[src/rtl/scanline_scheduler.sv]
// scanline_scheduler
// Per-scanline sequencer for the sprite pipeline (pixel-clock domain).
// Each visible line it starts prepare_line for the next line. Once the object
// list is ready it hands the OAM read port to sprite_drawer. At end of line it
// either swaps the two line buffers or kills an unfinished job and blanks the
// line.
// Optional feature macro: SCHED_OVERRUN_CNT_EN adds the saturating overrun
// counter. Without it, overrun_cnt is tied to zero.
module scanline_scheduler #(
    parameter int H_RES   = 640,
    parameter int V_RES   = 480,
    parameter int H_TOTAL = 800,
    parameter int V_TOTAL = 525,
    parameter int CORDW   = 10
) (
    input  logic             clk,
    input  logic             btn_rst,
    input  logic [CORDW-1:0] sx,
    input  logic [CORDW-1:0] sy,
    input  logic             prep_done,
    input  logic             draw_done,
    output logic             prep_start,
    output logic [CORDW-1:0] prep_line,
    output logic             draw_start,
    output logic             oam_sel,
    output logic             buf_sel,
    output logic             buf_swap,
    output logic             line_valid,
    output logic             job_abort,
    output logic             busy,
    output logic [7:0]       overrun_cnt
);

    typedef enum logic [1:0] {
        ST_IDLE = 2'd0,
        ST_PREP = 2'd1,
        ST_DRAW = 2'd2,
        ST_DONE = 2'd3
    } state_t;

    localparam logic [CORDW-1:0] ONE_C  = {{(CORDW-1){1'b0}}, 1'b1};
    localparam logic [CORDW-1:0] ZERO_C = {CORDW{1'b0}};

    state_t           state_r;
    logic             prep_start_r;
    logic [CORDW-1:0] prep_line_r;
    logic             draw_start_r;
    logic             oam_sel_r;
    logic             buf_sel_r;
    logic             buf_swap_r;
    logic             line_valid_r;
    logic             job_abort_r;
    logic             busy_r;

    logic [CORDW-1:0] target_s;
    logic             trigger_s;
    logic             eol_s;
    logic             swap_s;
    logic             abort_s;

    // The blanking interval must exist for the end-of-line handoff to make sense
    if (H_RES >= H_TOTAL || V_RES >= V_TOTAL) begin : g_bad_timing
        $error("scanline_scheduler: visible area must be smaller than total");
    end

    // Decode the line position and the end-of-line outcome of the current job
    always_comb begin
        if (sy == CORDW'(V_TOTAL - 1)) begin
            target_s = ZERO_C;
        end else begin
            target_s = sy + ONE_C;
        end
        eol_s     = (sx == CORDW'(H_TOTAL - 1));
        trigger_s = (sx == ZERO_C) && (target_s < CORDW'(V_RES));
        swap_s    = 1'b0;
        abort_s   = 1'b0;
        case (state_r)
            ST_PREP: begin
                swap_s  = 1'b0;
                abort_s = eol_s;
            end
            // A draw_done landing on the last pixel still counts as finished
            ST_DRAW: begin
                swap_s  = eol_s && draw_done;
                abort_s = eol_s && !draw_done;
            end
            ST_DONE: begin
                swap_s  = eol_s;
                abort_s = 1'b0;
            end
            default: begin
                swap_s  = 1'b0;
                abort_s = 1'b0;
            end
        endcase
    end

    // Job sequencer: state, control pulses and line-buffer bookkeeping
    always_ff @(posedge clk or negedge btn_rst) begin
        if (!btn_rst) begin
            state_r      <= ST_IDLE;
            prep_start_r <= 1'b0;
            prep_line_r  <= ZERO_C;
            draw_start_r <= 1'b0;
            oam_sel_r    <= 1'b0;
            buf_sel_r    <= 1'b0;
            buf_swap_r   <= 1'b0;
            line_valid_r <= 1'b0;
            job_abort_r  <= 1'b0;
            busy_r       <= 1'b0;
        end else begin
            prep_start_r <= 1'b0;
            draw_start_r <= 1'b0;
            buf_swap_r   <= 1'b0;
            job_abort_r  <= 1'b0;
            if (swap_s) begin
                state_r      <= ST_IDLE;
                buf_sel_r    <= !buf_sel_r;
                buf_swap_r   <= 1'b1;
                line_valid_r <= 1'b1;
                oam_sel_r    <= 1'b0;
                busy_r       <= 1'b0;
            end else if (abort_s) begin
                state_r      <= ST_IDLE;
                job_abort_r  <= 1'b1;
                line_valid_r <= 1'b0;
                oam_sel_r    <= 1'b0;
                busy_r       <= 1'b0;
            end else if (eol_s) begin
                // Only IDLE reaches here: a line without a job displays nothing
                line_valid_r <= 1'b0;
            end else begin
                case (state_r)
                    ST_IDLE: begin
                        if (trigger_s) begin
                            state_r      <= ST_PREP;
                            prep_line_r  <= target_s;
                            prep_start_r <= 1'b1;
                            oam_sel_r    <= 1'b0;
                            busy_r       <= 1'b1;
                        end else begin
                            state_r <= ST_IDLE;
                        end
                    end
                    ST_PREP: begin
                        if (prep_done) begin
                            state_r      <= ST_DRAW;
                            draw_start_r <= 1'b1;
                            oam_sel_r    <= 1'b1;
                        end else begin
                            state_r <= ST_PREP;
                        end
                    end
                    ST_DRAW: begin
                        if (draw_done) begin
                            state_r <= ST_DONE;
                            busy_r  <= 1'b0;
                        end else begin
                            state_r <= ST_DRAW;
                        end
                    end
                    default: begin
                        state_r <= state_r;
                    end
                endcase
            end
        end
    end

`ifdef SCHED_OVERRUN_CNT_EN
    logic [7:0] overrun_cnt_r;

    // Saturating tally of jobs killed at end of line
    always_ff @(posedge clk or negedge btn_rst) begin
        if (!btn_rst) begin
            overrun_cnt_r <= 8'd0;
        end else if (abort_s && (overrun_cnt_r != 8'hFF)) begin
            overrun_cnt_r <= overrun_cnt_r + 8'd1;
        end else begin
            overrun_cnt_r <= overrun_cnt_r;
        end
    end

    assign overrun_cnt = overrun_cnt_r;
`else
    assign overrun_cnt = 8'd0;
`endif

    assign prep_start = prep_start_r;
    assign prep_line  = prep_line_r;
    assign draw_start = draw_start_r;
    assign oam_sel    = oam_sel_r;
    assign buf_sel    = buf_sel_r;
    assign buf_swap   = buf_swap_r;
    assign line_valid = line_valid_r;
    assign job_abort  = job_abort_r;
    assign busy       = busy_r;

endmodule

[config.mk]
export PLATFORM = sky130hd
export DESIGN_NAME = scanline_scheduler
export DESIGN_NICKNAME = d
export VERILOG_FILES = /design/src/rtl/scanline_scheduler.sv
export SDC_FILE = /design/constraint.sdc
export NUM_CORES = 1
export LEC_CHECK = 0
export BUFFER_PORTS_ARGS = -buffer_cell sky130_fd_sc_hd__buf_2
export CORE_UTILIZATION = 30
export CTS_CLUSTER_DIAMETER = 150
export DETAILED_ROUTE_END_ITERATION = 6
export GPL_TIMING_DRIVEN = 0
export PLACE_DENSITY = 0.54
export SYNTH_ARGS = -nofsm -noshare
export SYNTH_HDL_FRONTEND = slang
export SYNTH_SLANG_ARGS = --single-unit
[constraint.sdc]
create_clock -name clk -period 3 [get_ports clk]
set_input_delay 0.6 -clock clk [delete_from_list [all_inputs] [get_ports clk]]
set_output_delay 0.6 -clock clk [all_outputs]
set_load 0.03 [all_outputs]
==> results.md <==
- The element type at the critical path start is an input port.
- The number of antenna violations at the first check in global routing is 0.
- The first-pass GRT wire length is 4809 um.
- The final weighted congestion of routability-driven global placement is roughly 0.78.
- The count of nets left with antenna violations once routing finished came out at 0.
- In this run, synthesis inferred 0 flip-flops with an integrated enable.
- The sequential element share of the synthesized area is 0.3398.
- By instance count, the leading cell after synthesis is sky130_fd_sc_hd__dfrtp_1.
- The number of antenna cells inserted is 0.
- The fraction of final layout cells with drive strength greater than 1 is 0.3382.
- In the synthesized netlist the dominant register cell turns out to be sky130_fd_sc_hd__dfrtp_1.
- Adding up every negative setup slack in the final design gives 0 ns.
- The I/O pin count is 50.
- A synthesized cell averages 9.380 um2.
- Dividing the detail-routed via count by the number of cells gives 4.489.
- For this run, the total global-route usage over all layers was measured as 0.1161.
- Setup repair after global routing left no endpoint under its margin.
- The starting DRC count in detailed routing is 112.
- The first TritonRoute pass finished after 4 iterations.
- Measured along the y axis, the die boundary spans 72.07 um.
- The total overflow left after global routing is 0.
- TritonCTS built the clock tree.
- The number of sinks on the clock net is 20.
- The deepest clock path buffer count is 2.
- At the placement stage, the worst setup path has a slack of around 0.4 ns.
- The worst setup path category is input port to flip-flop.
- The path type of the worst min-delay path is input port to async pin.
- The via count is 1230.
- The setup skew after layout is 0.002799 ns.
- The number of CTS-inserted buffers is 3.
- The number of library cell types mapped by synthesis is 43.
- The data required time at the worst endpoint is 3.13 ns.
- The transition time of the tightest slew-check pin is around 0.59 ns.
- The number of buffer cells added on primary ports is 40.
- The placeable core region is 4723 um2.
- The number of hold violations in the final report is 0.
- Power spread over the standard cell area amounts to 328.0 nW/um2.
- The category of the worst setup path capture point is a flip-flop.
- The buffers inserted during post-CTS setup optimization is 0.
- The clock reaches the later pin of the worst-skew pair after 0.25 ns.
- The cell count after synthesis came out at 157.
- The final layout contains routed wiring with a total length of 3122 um.
- The worst pin sits at a relative slew slack of 0.5991.
- Based on the critical path, the design can be clocked at up to roughly 430 MHz.
- The share of synthesized area in the top cell type comes to 0.3398.
- By area the synthesized netlist is led by sky130_fd_sc_hd__dfrtp_1 34%, sky130_fd_sc_hd__mux2_4 8.2%, sky130_fd_sc_hd__ha_1 5.9%, sky130_fd_sc_hd__buf_4 4.1%, sky130_fd_sc_hd__nand2_1 3.6%.
- The total half-perimeter wirelength after legalization and detailed placement is 2495 um.
- The analysis attributes to cell leakage a power of 0.9599 nW.
- Clock-pin slew was measured on the worst setup and hold paths at 0.07 ns.
- The die covers 5193 um2.
- The signal arrival time at the worst endpoint is 2.48 ns.
- The flip-flop count of the largest register, all copies and words added is 10.
- The minimum clock period after layout is around 2.3 ns.
- IR analysis of the VDD net gives a maximum drop of ~0.00014 V.
- The number of global-route vias before repair was 1049.
- The total number of H-tree levels is 1.
- For this run, design rule violations remaining after detail routing come to 0.
- The flow ran to the end, and the final reports show no timing, DRC or antenna violations.
- The root buffer cell chosen for the clock tree is sky130_fd_sc_hd__clkbuf_8.
- The die is around 72 um wide.
- The least setup slack across all paths after layout is 0.6530 ns.
- In the synthesized netlist, the cells that appear most often are 20 x sky130_fd_sc_hd__dfrtp_1, 14 x sky130_fd_sc_hd__nand2_1, 12 x sky130_fd_sc_hd__nor2_1.
- In the synthesized netlist the async set-or-reset flop fraction comes to 1.000.
- The number of maximum-capacitance constraint violations is 0.
- The post-layout net count is 240.
- The final setup violation count is 0.
- The count of final max-slew check failures is 0.
- Relative to the synthesized area, the layout overhead comes to 23.87%.
- The mapped cell area is 1473 um2.
- The synthesis warning total is 0.
- Dividing the final minimum period by the clock period gives 0.7823.
- The total of hold buffers inserted after clock tree synthesis is 0.
- The average wire length per cell after detail routing is 11.39 um.
- The number of flip-flops and latches in the synthesized netlist is 20.
- The starting density of the core is 0.3118.
- Of all nets on the critical path, the largest fanout is 10.
- The row count is 25.
- The largest net degree at the start of global routing is 21.
- The top cell type by total area after synthesis is sky130_fd_sc_hd__dfrtp_1.
- The count of instances resized after the clock tree is built is 0.
[layout by cell type, fill, tap and decap left out, drive strengths merged, types with 2 or more instances in the layout]
| cell | instances |
|---|---|
| buf | 50 |
| dfrtp | 20 |
| nand2 | 14 |
| nor2 | 12 |
| mux2 | 10 |
| inv | 9 |
| a21oi | 9 |
| conb | 8 |
| ha | 7 |
| nand3 | 6 |
| and2 | 5 |
| xor2 | 5 |
| nor3 | 4 |
| nor2b | 4 |
| xnor2 | 4 |
| clkbuf | 4 |
| o21a | 3 |
| nor4 | 3 |
| o21ai | 3 |
| nand4 | 3 |
| o21bai | 3 |
| nand2b | 2 |
| or3 | 2 |
| nand4b | 2 |
| a31oi | 2 |
| a211oi | 2 |
[cell type report]
cell class                 instances  area (um2)
fill                             504        2899
multi-input combinational        124       877.1
sequential                        20       500.5
timing repair buffer              40       200.2
buffer                            11       87.58
tap                               67       83.83
clock buffer                       3       41.29
inverter                           9       33.78
[worst max-delay path: stages]
cell and delay [ns]:
sky130_fd_sc_hd__buf_2 0.15, sky130_fd_sc_hd__ha_1 0.28, sky130_fd_sc_hd__a21oi_1 0.09, sky130_fd_sc_hd__o31a_1 0.24, sky130_fd_sc_hd__o21a_1 0.19, sky130_fd_sc_hd__o21bai_2 0.27, sky130_fd_sc_hd__nand4_2 0.17, sky130_fd_sc_hd__buf_6 0.19
sky130_fd_sc_hd__mux2_4 0.29
[layer usage]
metal,track usage,vias to the layer above,share of wire
met1,0.1672,558,0.51
li1,-,635,-
met4,0.05447,0,0.017
met2,0.1745,33,0.44
met5,0,-,0
met3,0.01111,4,0.034
[power by group]
part | internal, mW | switching (mW)
clock network | 0.0891 | 0.0787
logic | 0.0552 | 0.0883
registers | 0.280 | 0.00754
total | 0.424 | 0.174
[kinds of logic after synthesis]
group / share of synthesized area
simple gates: 0.2200
compound gates: 0.1453
flops: 0.3398
buf+inv: 0.08241
mux: 0.09686
xor+xnor: 0.05352
fa+ha+maj: 0.05947
other cells: 0.002546
[metrics by stage]
stage	hold slack [ns]	power, mW	util	cell area [um2]	cells
after floorplan	0.3044	0.3855	-	1499	164
after global placement	0.4582	0.4369	0.3775	1783	271
after global routing	0.3301	0.6281	0.3862	1824	274
after CTS	0.3050	0.6053	0.3862	1824	274
after detailed placement	0.4672	0.4365	0.3775	1783	271
final	0.2880	0.5983	0.3862	1824	274
[final timing paths]
kind                       slack (ns)        from  cells past startpoint      endpoint
max                              0.65       sy[0]                      9  prep_line[6]
min                              0.29     btn_rst                      1  prep_line[9]
max reg2reg                      0.77  state_r[0]                      8       oam_sel
min reg2reg                      0.47     buf_sel                      1       buf_sel
max in group asynchronous        2.41     btn_rst                      1       buf_sel
min in group clk                 0.47     buf_sel                      1       buf_sel
No activity file was read; power rests on OpenSTA's default activity.
